**config.mk**
```make
export PLATFORM = sky130hd
export DESIGN_NAME = instr_fetch_buffer_flat
export DESIGN_NICKNAME = d
export VERILOG_FILES = /design/src/rtl/fetch_pkg.sv /design/src/rtl/instr_fetch_buffer_if.sv /design/src/rtl/fetch_fifo.sv /design/src/rtl/instr_fetch_buffer.sv /design/src/flat_wrapper.sv
export SDC_FILE = /design/constraint.sdc
export NUM_CORES = 2
export LEC_CHECK = 0
export ABC_CLOCK_PERIOD_IN_PS = 9670
export CORE_ASPECT_RATIO = 0.75
export CORE_MARGIN = 1.5
export CORE_UTILIZATION = 40
export CTS_BUF_LIST = sky130_fd_sc_hd__clkbuf_16
export CTS_CLUSTER_SIZE = 16
export DETAILED_ROUTE_END_ITERATION = 16
export PLACE_DENSITY = 0.69
export SLEW_MARGIN = 10
export SYNTH_ARGS = -nofsm -noshare
export SYNTH_HDL_FRONTEND = slang
export SYNTH_SLANG_ARGS = --single-unit
```
**constraint.sdc**
```tcl
create_clock -name clk -period 9.67 [get_ports clk]
set_input_delay 1.934 -clock clk [delete_from_list [all_inputs] [get_ports clk]]
set_output_delay 1.934 -clock clk [all_outputs]
set_load 0.01 [all_outputs]
```
**src/rtl/fetch_pkg.sv**
```systemverilog
// Shared constants for the instruction fetch buffer: states, line geometry, bus tag.
package fetch_pkg;

  // Memory-space code from Sysbus.defs.
  localparam logic [3:0]  SYSBUS_MEMORY = 4'b0001;
  localparam logic [12:0] FETCH_TAG     = {1'b1, SYSBUS_MEMORY, 8'b0};

  // Geometry for the default configuration.
  localparam int unsigned DEF_BUS_DATA_WIDTH = 64;
  localparam int unsigned DEF_INSTR_WIDTH    = 32;
  localparam int unsigned DEF_BURST_BEATS    = 8;
  localparam int unsigned IPB        = DEF_BUS_DATA_WIDTH / DEF_INSTR_WIDTH;
  localparam int unsigned IPL        = DEF_BURST_BEATS * IPB;
  localparam int unsigned LINE_BYTES = DEF_BURST_BEATS * DEF_BUS_DATA_WIDTH / 8;

  // Fetch FSM encoding.
  typedef logic [1:0] fetch_state_t;
  localparam fetch_state_t ST_WAIT_SPACE = 2'd0;
  localparam fetch_state_t ST_REQ        = 2'd1;
  localparam fetch_state_t ST_RESP       = 2'd2;
  localparam fetch_state_t ST_DRAIN      = 2'd3;

endpackage

```
**src/rtl/instr_fetch_buffer_if.sv**
```systemverilog
// System-bus request/response and decode-side instruction handshake.
interface instr_fetch_buffer_if #(
  parameter int unsigned BUS_DATA_WIDTH = 64,
  parameter int unsigned BUS_TAG_WIDTH  = 13,
  parameter int unsigned INSTR_WIDTH    = 32
);
  logic                      bus_reqcyc;
  logic [BUS_DATA_WIDTH-1:0] bus_req;
  logic [BUS_TAG_WIDTH-1:0]  bus_reqtag;
  logic                      bus_reqack;
  logic                      bus_respcyc;
  logic [BUS_DATA_WIDTH-1:0] bus_resp;
  logic [BUS_TAG_WIDTH-1:0]  bus_resptag;
  logic                      bus_respack;
  logic                      instr_valid;
  logic [INSTR_WIDTH-1:0]    instr;
  logic [63:0]               instr_pc;
  logic                      instr_ready;

  modport master (
    output bus_reqcyc, bus_req, bus_reqtag, bus_respack,
    output instr_valid, instr, instr_pc,
    input  bus_reqack, bus_respcyc, bus_resp, bus_resptag, instr_ready
  );

  modport slave (
    input  bus_reqcyc, bus_req, bus_reqtag, bus_respack,
    input  instr_valid, instr, instr_pc,
    output bus_reqack, bus_respcyc, bus_resp, bus_resptag, instr_ready
  );
endinterface

```
**src/rtl/fetch_fifo.sv**
```systemverilog
// Instruction FIFO: up to NWR compacted writes and one pop per cycle, show-ahead read, flush.
module fetch_fifo #(
  parameter int unsigned WIDTH = 96,
  parameter int unsigned DEPTH = 32,
  parameter int unsigned NWR   = 2
) (
  input  logic                      clk,
  input  logic                      reset,
  input  logic                      flush,
  input  logic [NWR-1:0]            wr_valid,
  input  logic [NWR-1:0][WIDTH-1:0] wr_data,
  input  logic                      pop,
  output logic                      rd_valid,
  output logic [WIDTH-1:0]          rd_data,
  output logic [$clog2(DEPTH):0]    free
);
  localparam int unsigned AW = $clog2(DEPTH);
  localparam int unsigned PW = AW + 1;

  logic [WIDTH-1:0] mem [DEPTH];
  logic [PW-1:0]    wr_ptr;
  logic [PW-1:0]    rd_ptr;
  logic [PW-1:0]    count;
  logic [PW-1:0]    wr_total;
  logic [AW-1:0]    wr_idx [NWR];
  logic             do_pop;

  // Pack valid lanes onto consecutive slots starting at the write pointer.
  always_comb begin
    wr_total = '0;
    for (int k = 0; k < NWR; k++) begin
      wr_idx[k] = AW'(wr_ptr + wr_total);
      wr_total  = wr_total + PW'(wr_valid[k]);
    end
  end

  assign count    = wr_ptr - rd_ptr;
  assign rd_valid = (count != '0);
  assign free     = PW'(DEPTH) - count;
  assign do_pop   = pop && rd_valid;
  assign rd_data  = mem[rd_ptr[AW-1:0]];

  // Pointer update; flush wins over concurrent push and pop.
  always_ff @(posedge clk) begin
    if (!reset || flush) begin
      wr_ptr <= '0;
      rd_ptr <= '0;
    end else begin
      wr_ptr <= wr_ptr + wr_total;
      if (do_pop) rd_ptr <= rd_ptr + PW'(1);
    end
  end

  // Entry storage.
  always_ff @(posedge clk) begin
    if (reset && !flush) begin
      for (int k = 0; k < NWR; k++) begin
        if (wr_valid[k]) mem[wr_idx[k]] <= wr_data[k];
      end
    end
  end
endmodule

```
**src/rtl/instr_fetch_buffer.sv**
```systemverilog
// Line-burst instruction fetcher feeding an in-order instruction FIFO with redirect flush.
module instr_fetch_buffer
  import fetch_pkg::*;
#(
  parameter int unsigned BUS_DATA_WIDTH = 64,
  parameter int unsigned BUS_TAG_WIDTH  = 13,
  parameter int unsigned BURST_BEATS    = 8,
  parameter int unsigned INSTR_WIDTH    = 32,
  parameter int unsigned FIFO_DEPTH     = 32
) (
  input  logic                 clk,
  input  logic                 reset,
  input  logic [63:0]          entry,
  input  logic                 redirect_valid,
  input  logic [63:0]          redirect_pc,
  instr_fetch_buffer_if.master fb
);
  localparam int unsigned N_LANES     = BUS_DATA_WIDTH / INSTR_WIDTH;
  localparam int unsigned LINE_INSTRS = BURST_BEATS * N_LANES;
  localparam int unsigned LINE_SZ     = BURST_BEATS * BUS_DATA_WIDTH / 8;
  localparam int unsigned BEAT_BYTES  = BUS_DATA_WIDTH / 8;
  localparam int unsigned INSTR_BYTES = INSTR_WIDTH / 8;
  localparam int unsigned BEAT_W      = $clog2(BURST_BEATS) + 1;
  localparam int unsigned FREE_W      = $clog2(FIFO_DEPTH) + 1;
  localparam int unsigned ENT_W       = INSTR_WIDTH + 64;
  localparam logic [63:0] LINE_MASK   = ~(64'(LINE_SZ) - 64'd1);
  localparam logic [63:0] INSTR_MASK  = ~(64'(INSTR_BYTES) - 64'd1);

  fetch_state_t state, state_n;
  logic [63:0]  fetch_pc, fetch_pc_n;
  logic [63:0]  line_base, line_base_n;
  logic [BEAT_W-1:0] beat_cnt, beat_cnt_n;
  logic         drain_pend, drain_pend_n;
  logic         keep_beat;
  logic         beat_acc;
  logic         last_beat;

  logic [N_LANES-1:0][63:0]      lane_pc;
  logic [N_LANES-1:0]            wr_valid;
  logic [N_LANES-1:0][ENT_W-1:0] wr_data;
  logic                          fifo_valid;
  logic [ENT_W-1:0]              fifo_data;
  logic [FREE_W-1:0]             fifo_free;
  logic                          unused_ok;

  assign beat_acc  = reset && ((state == ST_RESP) || (state == ST_DRAIN)) && fb.bus_respcyc;
  assign last_beat = (beat_cnt == BEAT_W'(BURST_BEATS - 1));
  assign unused_ok = ^fb.bus_resptag;

  // FSM state and fetch bookkeeping registers.
  always_ff @(posedge clk) begin
    if (!reset) begin
      state      <= ST_REQ;
      fetch_pc   <= entry;
      line_base  <= entry & LINE_MASK;
      beat_cnt   <= '0;
      drain_pend <= 1'b0;
    end else begin
      state      <= state_n;
      fetch_pc   <= fetch_pc_n;
      line_base  <= line_base_n;
      beat_cnt   <= beat_cnt_n;
      drain_pend <= drain_pend_n;
    end
  end

  // Next-state logic; a redirect always retargets fetch_pc and never aborts a bus transaction.
  always_comb begin
    state_n      = state;
    fetch_pc_n   = fetch_pc;
    line_base_n  = line_base;
    beat_cnt_n   = beat_cnt;
    drain_pend_n = drain_pend;
    keep_beat    = 1'b0;
    case (state)
      ST_WAIT_SPACE: begin
        if (!redirect_valid && (fifo_free >= FREE_W'(LINE_INSTRS))) begin
          state_n     = ST_REQ;
          line_base_n = fetch_pc & LINE_MASK;
        end
      end
      ST_REQ: begin
        if (fb.bus_reqack) begin
          state_n      = (redirect_valid || drain_pend) ? ST_DRAIN : ST_RESP;
          beat_cnt_n   = '0;
          drain_pend_n = 1'b0;
        end else if (redirect_valid) begin
          drain_pend_n = 1'b1;
        end
      end
      ST_RESP: begin
        if (beat_acc) begin
          keep_beat = !redirect_valid;
          if (last_beat) begin
            state_n    = ST_WAIT_SPACE;
            fetch_pc_n = line_base + 64'(LINE_SZ);
          end else begin
            beat_cnt_n = beat_cnt + BEAT_W'(1);
            if (redirect_valid) state_n = ST_DRAIN;
          end
        end else if (redirect_valid) begin
          state_n = ST_DRAIN;
        end
      end
      ST_DRAIN: begin
        if (beat_acc) begin
          if (last_beat) state_n = ST_WAIT_SPACE;
          else           beat_cnt_n = beat_cnt + BEAT_W'(1);
        end
      end
      default: state_n = ST_REQ;
    endcase
    if (redirect_valid) fetch_pc_n = redirect_pc & INSTR_MASK;
  end

  // Split the beat into lanes; lanes below fetch_pc belong to skipped instructions.
  always_comb begin
    for (int k = 0; k < N_LANES; k++) begin
      lane_pc[k]  = line_base + 64'(beat_cnt) * 64'(BEAT_BYTES) + 64'(k) * 64'(INSTR_BYTES);
      wr_valid[k] = keep_beat && (lane_pc[k] >= fetch_pc);
      wr_data[k]  = {lane_pc[k], fb.bus_resp[k*INSTR_WIDTH +: INSTR_WIDTH]};
    end
  end

  fetch_fifo #(
    .WIDTH (ENT_W),
    .DEPTH (FIFO_DEPTH),
    .NWR   (N_LANES)
  ) u_fifo (
    .clk      (clk),
    .reset    (reset),
    .flush    (redirect_valid),
    .wr_valid (wr_valid),
    .wr_data  (wr_data),
    .pop      (reset && fb.instr_ready),
    .rd_valid (fifo_valid),
    .rd_data  (fifo_data),
    .free     (fifo_free)
  );

  assign fb.bus_reqcyc  = reset && (state == ST_REQ);
  assign fb.bus_req     = reset ? BUS_DATA_WIDTH'(line_base) : '0;
  assign fb.bus_reqtag  = reset ? BUS_TAG_WIDTH'(FETCH_TAG) : '0;
  assign fb.bus_respack = beat_acc;
  assign fb.instr_valid = reset && fifo_valid;
  assign fb.instr       = reset ? fifo_data[INSTR_WIDTH-1:0] : '0;
  assign fb.instr_pc    = reset ? fifo_data[ENT_W-1:INSTR_WIDTH] : '0;
endmodule

```
**src/flat_wrapper.sv**
```systemverilog
// flat-port wrapper written by rule: the top's interface ports become plain ports
module instr_fetch_buffer_flat import fetch_pkg::*;
#(
  parameter int unsigned BUS_DATA_WIDTH = 64,
  parameter int unsigned BUS_TAG_WIDTH  = 13,
  parameter int unsigned BURST_BEATS    = 8,
  parameter int unsigned INSTR_WIDTH    = 32,
  parameter int unsigned FIFO_DEPTH     = 32
)
  (clk, reset, entry, redirect_valid, redirect_pc, fb_bus_reqcyc, fb_bus_req, fb_bus_reqtag, fb_bus_respack, fb_instr_valid, fb_instr, fb_instr_pc, fb_bus_reqack, fb_bus_respcyc, fb_bus_resp, fb_bus_resptag, fb_instr_ready);
  instr_fetch_buffer_if #(.BUS_DATA_WIDTH(BUS_DATA_WIDTH), .BUS_TAG_WIDTH(BUS_TAG_WIDTH), .INSTR_WIDTH(INSTR_WIDTH)) fb_i ();
  input  logic clk;
  input  logic reset;
  input  logic [63:0] entry;
  input  logic redirect_valid;
  input  logic [63:0] redirect_pc;
  output wire logic [$bits(fb_i.bus_reqcyc)-1:0] fb_bus_reqcyc;
  output wire logic [$bits(fb_i.bus_req)-1:0] fb_bus_req;
  output wire logic [$bits(fb_i.bus_reqtag)-1:0] fb_bus_reqtag;
  output wire logic [$bits(fb_i.bus_respack)-1:0] fb_bus_respack;
  output wire logic [$bits(fb_i.instr_valid)-1:0] fb_instr_valid;
  output wire logic [$bits(fb_i.instr)-1:0] fb_instr;
  output wire logic [$bits(fb_i.instr_pc)-1:0] fb_instr_pc;
  input wire logic [$bits(fb_i.bus_reqack)-1:0] fb_bus_reqack;
  input wire logic [$bits(fb_i.bus_respcyc)-1:0] fb_bus_respcyc;
  input wire logic [$bits(fb_i.bus_resp)-1:0] fb_bus_resp;
  input wire logic [$bits(fb_i.bus_resptag)-1:0] fb_bus_resptag;
  input wire logic [$bits(fb_i.instr_ready)-1:0] fb_instr_ready;
  assign fb_bus_reqcyc = fb_i.bus_reqcyc;
  assign fb_bus_req = fb_i.bus_req;
  assign fb_bus_reqtag = fb_i.bus_reqtag;
  assign fb_bus_respack = fb_i.bus_respack;
  assign fb_instr_valid = fb_i.instr_valid;
  assign fb_instr = fb_i.instr;
  assign fb_instr_pc = fb_i.instr_pc;
  assign fb_i.bus_reqack = fb_bus_reqack;
  assign fb_i.bus_respcyc = fb_bus_respcyc;
  assign fb_i.bus_resp = fb_bus_resp;
  assign fb_i.bus_resptag = fb_bus_resptag;
  assign fb_i.instr_ready = fb_instr_ready;
  instr_fetch_buffer #(.BUS_DATA_WIDTH(BUS_DATA_WIDTH), .BUS_TAG_WIDTH(BUS_TAG_WIDTH), .BURST_BEATS(BURST_BEATS), .INSTR_WIDTH(INSTR_WIDTH), .FIFO_DEPTH(FIFO_DEPTH)) u_core (.clk(clk), .reset(reset), .entry(entry), .redirect_valid(redirect_valid), .redirect_pc(redirect_pc), .fb(fb_i));
endmodule
```
Word level (Yosys, flattened, before mapping)

Memories as Yosys holds them, arrays and structs flattened. A register that Yosys moved wholly into a read port is not among the register bits.
Cells that the tools add are included.

Logic and storage cells: 98
Memories kept: 1
Register bits after elaboration: 141
Input bits: 211
Bits in writable memories: 3072
Output and inout bits: 176

Memories:

| memory            | words | bits a word | read ports | clocked after memory_dff | write ports | RTL line         | source |
|---|---|---|---|---|---|---|---|
| u_core.u_fifo.mem | 32    | 96          | 1          | 1                        | 2           | fetch_fifo.sv:20 | `logic [WIDTH-1:0] mem [DEPTH];` |

Eq/ne operators: 15
Reductions and logical operators: 25
Add/sub/neg operators: 10
Order comparisons: 3
Muxes and demuxes: 37

Operators by type and width:

| kind                                                                                | number |
|---|---|
| 64-bit 2-to-1 mux                                                                   | 10 |
| 64-bit greater-or-equal comparator                                                  | 2 |
| 64-bit by 3-bit adder with 64-bit output, second input constant                     | 1 |
| 64-bit by 7-bit adder with 64-bit output                                            | 1 |
| 64-bit by 7-bit adder with 64-bit output, second input constant                     | 1 |
| 32-bit 2-to-1 mux                                                                   | 1 |
| 2-bit 2-to-1 mux                                                                    | 7 |
| 13-bit 2-to-1 mux                                                                   | 1 |
| 4-bit 2-to-1 mux                                                                    | 3 |
| 1-bit 2-to-1 mux                                                                    | 11 |
| 1-bit logical AND                                                                   | 10 |
| 5-bit 2-to-1 mux                                                                    | 2 |
| 2-bit by 1-bit inequality test with 1-bit output, second input constant             | 5 |
| 3-bit by 1-bit inequality test with 1-bit output, second input constant             | 3 |
| 2-bit one-hot mux with 4 select lines                                               | 1 |
| 4-bit one-hot mux with 2 select lines                                               | 1 |
| 4-bit AND reduction                                                                 | 2 |
| 6-bit by 1-bit adder with 6-bit output, second input constant                       | 1 |
| 6-bit by 2-bit adder with 6-bit output                                              | 1 |
| 6-bit by 5-bit greater-or-equal comparator with 1-bit output, second input constant | 1 |
| 2-bit inequality test, second input constant                                        | 3 |
| 6-bit nonzero test                                                                  | 1 |
| 6-bit subtractor                                                                    | 1 |
| 6-bit subtractor, first input constant                                              | 1 |
| 13 further kinds                                                                    | 19 |

Logic depth before layout (Yosys ltp)

Word-level depth: 10
Gate-level depth with buffers: 34
Depth with buffers taken out: 25

By module

Synthesis repeated with hierarchy kept, for this count alone.

Cell total of the unflattened synthesis: 9814
Area total of the unflattened synthesis: 166891.3 um^2

By module, submodules not included:

| module             | times used | cells an instance | sequential area each (um^2) | area an instance (um^2) |
|---|---|---|---|---|
| fetch_fifo         | 1          | 8586              | 92588.8                     | 156089.7 |
| instr_fetch_buffer | 1          | 1228              | 3803.6                      | 10801.6 |

Least setup slack after synthesis

Ideal clock, no wire load.

Path type: reg2reg
Start: reg u_core.line_base[39]
End: mem u_core.u_fifo.mem[17][0] (enable)
Period minus slack after synthesis: 9.706 ns
Arrival time: 8.827 ns
Setup time: 0.878 ns
Required time: 8.792 ns
Path slack: -0.036 ns
Buffers on the path: 11
Stages on the path, launching flop included: 34
Cells stage by stage: edfxtp_1 clkbuf_1 nand3_1 nor4_2 nand3_1 or4_1 nor2_1 xnor2_1 clkbuf_1 inv_1 ha_1 nand4_1 or4_1 nor4b_2 o21ai_1 and4_4 buf_6 buf_6 clkbuf_1 clkbuf_1 nor2_1 ha_1 ha_1 clkbuf_1 xnor2_1 nor2_1 a22o_1 clkbuf_1 and2_1 clkbuf_1 o21ai_1 clkbuf_1 clkbuf_1 nand2_1

RTL lines:

| element                  | RTL line                 | source |
|---|---|---|
| start: declaration       | instr_fetch_buffer.sv:31 | `logic [63:0] line_base, line_base_n;` |
| start signal: assignment | instr_fetch_buffer.sv:55 | `line_base <= entry & LINE_MASK;` |
| start signal: assignment | instr_fetch_buffer.sv:61 | `line_base <= line_base_n;` |
| end: declaration         | fetch_fifo.sv:20         |  |

==> results.yml <==
status:
  outcome: "complete, no violations"
sta:
  hold_ws_ns: 0.450
  setup_viol: 0
  slew_viol_final: 0
  clock_skew_ns: 0.0780
  rsz0062_at_grt: "no"
  clock.fmax_ghz: 0.109
  finalCritPeriodShare_pct: 95.2
  setup_tns_ns: 0
  slew_headroom_pct: 7.38
  period_needed_ns: 9.21
  worst_slack_ns: 0.464
  hold_violations: 0
  worst_slew_pin_slew_ns: 1.39
clocking:
  postCtsResizedCells: 0
  insertion_delay_ns: 0.97
  cts_inserted_buffers: 332
  cts_sinks: 3154
  post-cts-setup-buffers: 0
  clkTransAtPathRegs_ns: 0.06
  cts_hold_buf: 0
  cts_root_buffer: "clkbuf_16"
  clock_path_buffers: 4
  h-tree-depth: 5
  cts_tree: "yes"
setup_path:
  critPathKind: "reg -> reg"
  cp-end-kind: "flip-flop"
  start_kind: "flip-flop"
  cp.required_ns: 10.36
  r2r_cells: 23
  cp.arrival_ns: 9.89
  rrSetupSlack_ns: 0.46
  r2r-start: "u_core.line_base[6]$_DFFE_PP_"
  crit_fanout: 96
  r2r_end: "u_core.u_fifo.mem[2][29]$_DFFE_PP_"
drt:
  drt_iter0_drc: 23162
  postRouteAntennaNets: 0
  drt_pass1_iterations: 9
  vias: 116266
  viasPerCell: 7.10
  wirelength_microns: 617000
  avgRoutedWirePerCell_microns: 37.7
  drc: 0
grt:
  grt_max_degree: 228
  grt_pass1_wl_microns: 856000
  antenna_found_initial: 35
  grt_pass1_vias: 110994
  grt_usage_pct: 29.3
  gr-total-overflow: 0
die:
  die_y_microns: 552
  initial_core_util_pct: 40.2
  coreArea_sq_um: 400000
  io-pin-count: 387
  die_w_microns: 735
  rows: 201
  die_area_sq_um: 405000
logic_synthesis:
  async_flop_share_pct: 0
  synth.area.mux_share_pct: 20.5
  synth.area.top_cells: "edfxtp_1 (58%), mux4_2 (13%), mux2_1 (5.7%)"
  avgSynthCellArea_sq_um: 14.3
  synth-edff-count: 3098
  yosysUniqueCellTypes: 69
  synth_top_area_share_pct: 57.9
  synth-compound-area-share_pct: 8.97
  ys_seq_elements: 3154
  synth_top_family_by_area: "multiplexers"
  yosys.area_share.xor_xnor_pct: 0.676
  synth.largest_area_cell: "edfxtp_1"
  synthFlopType: "edfxtp_1"
  syn_inst: 11247
  syn_area_sq_um: 161000
  yosysWarnings: 0
  synthAdderAreaFrac_pct: 0.601
  synth-simple-area-share_pct: 6.40
  seq_area_frac_synth_pct: 58.6
place:
  io_buffers: 352
  pre_cts_slack_ns: 1.03
  gp_congestion: 0.921
  placed_cells: 15768
  dpl.hpwl_microns: 328000
cells_and_area:
  drive_gt1_share_pct: 21.2
  fin_cells: 16380
  finalNetCount: 11111
  fill_cells: 34782
  syn2layout_area_growth_pct: 12.3
  post-route-util_pct: 45.1
hold_path:
  hold_path_end: "u_core.u_fifo.mem[10][34]$_SDFFE_PP1P_"
  hold_depth: 1
  min_from: "u_core.u_fifo.mem[10][34]$_SDFFE_PP1P_"
  hp-class: "reg -> reg"
power:
  peakVddDrop_mv: 0.133
  powerDensity_nw_per_um2: 160
  leakagePower_nw: 51.5
run:
  cap_violations: 0
layout make-up:
cell class                 count  area [sq um]  area share [%]
sequential                  3154         94200            52.2
inverter                     154           578           0.320
clock buffer                 339          8480            4.70
timing repair buffer         731          7780            4.31
multi-input combinational   6451         60900            33.8
antenna                       17          42.5          0.0236
tap                         5278          6600            3.66
clock inverter               256          1820            1.01
cell usage after synthesis (all sizes together), types with 3 or more instances:
master,instances
edfxtp,3098
ha,74
inv,152
xor2,53
nor2b,110
or4,45
nand2b,31
o21a,12
mux2i,127
nand3,56
o22ai,11
a21o,21
nor3,34
and3,10
a21oi,1836
clkbuf,1188
nand2,366
nor4,920
and4,8
mux2,938
xnor2,71
and2,74
dfxtp,56
o31ai,95
nor2,98
nand4,60
mux4,940
a21boi,161
a21bo,27
or3,9
buf,318
o21ai,75
a22o,3
o211ai,139
worst max path at each step:
stage	endpoint	startpoint	slack, ns
after floorplan	u_core.u_fifo.mem[25][0]$_DFFE_PP_	u_core.line_base[39]$_DFFE_PP_	0.01
after global placement	u_core.u_fifo.mem[30][8]$_DFFE_PP_	u_core.line_base[13]$_DFFE_PP_	1.18
after detailed placement	u_core.u_fifo.mem[30][8]$_DFFE_PP_	u_core.line_base[13]$_DFFE_PP_	1.03
after CTS	u_core.u_fifo.mem[30][6]$_DFFE_PP_	u_core.line_base[13]$_DFFE_PP_	0.98
after global routing	u_core.u_fifo.mem[30][6]$_DFFE_PP_	u_core.line_base[13]$_DFFE_PP_	0.34
final	u_core.u_fifo.mem[2][29]$_DFFE_PP_	u_core.line_base[6]$_DFFE_PP_	0.46
critical path, cell delays in order (launching register included):
cell	delay [ns]
edfxtp_1	0.44
ha_1	0.26
ha_1	0.24
and2_1	0.20
nand3_1	0.15
nor2_1	0.53
nand2_1	0.46
nor2_1	0.30
xnor2_2	0.14
buf_4	0.39
inv_1	0.09
ha_1	0.19
a21oi_1	0.20
o21ai_0	0.36
o2bb2ai_1	0.24
o21ai_1	0.14
buf_4	0.21
and4_4	0.33
buf_4	0.64
buf_4	0.87
buf_4	0.89
buf_4	0.94
nor4_1	0.16
mux2_1	0.35
metrics by stage:
stage / total power [mW] / cell area (sq um)
detailed placement: 16.5 / 170000
floorplan: 16.0 / 161000
finish: 28.9 / 180000
global route: 29.4 / 180000
CTS: 28.8 / 180000
global placement: 16.5 / 170000
registers in the layout, indices dropped and copies added, names as in the netlist, named ones only:
register,flops
u_core.u_fifo.wr_ptr,6
u_core.line_base,58
u_core.u_fifo.mem,3008
u_core.beat_cnt,4
u_core.state,2
u_core.u_fifo.rd_ptr,6
u_core.fetch_pc,64
u_core.drain_pend,1
power by group:
| group | internal [mW] | switching, mW |
|---|---|---|
| Clock | 6.93 | 5.65 |
| Sequential | 14.8 | 0.0854 |
| Combinational | 0.338 | 1.01 |
cells in the final DEF (no fill, tap or decap), types with 81 or more instances in the layout:
cell	instances
a21boi_1	95
a21oi_1	1556
a21oi_2	280
buf_12	113
buf_4	266
clkbuf_16	339
clkdlybuf4s50_1	350
clkinv_1	81
edfxtp_1	3098
inv_1	213
mux2_1	811
mux2_2	127
mux2i_1	126
mux4_2	940
nand2_1	325
nor2_1	94
nor2b_1	110
nor4_1	918
o211ai_1	137
o31ai_1	94
cell families (layout without fill, tap and decap cells):
logic type	Yosys count	after routing
flops	3154	3154
compound gates	2397	2397
mux	2005	2005
simple gates	1830	1830
buf+inv	1660	1480
xor+xnor	124	124
fa+ha+maj	76	76
other cells	1	36
routing by layer:
| layer | vias to the layer above | track usage [%] | share of wire, % |
|---|---|---|---|
| met3 | 2203 | 10.6 | 17 |
| met4 | 22 | 16.1 | 6.6 |
| li1 | 43842 | - | - |
| met2 | 11636 | 41.7 | 42 |
| met5 | - | 0.348 | 0.047 |
| met1 | 58563 | 39.1 | 35 |
(Power assumes the default switching activity.)
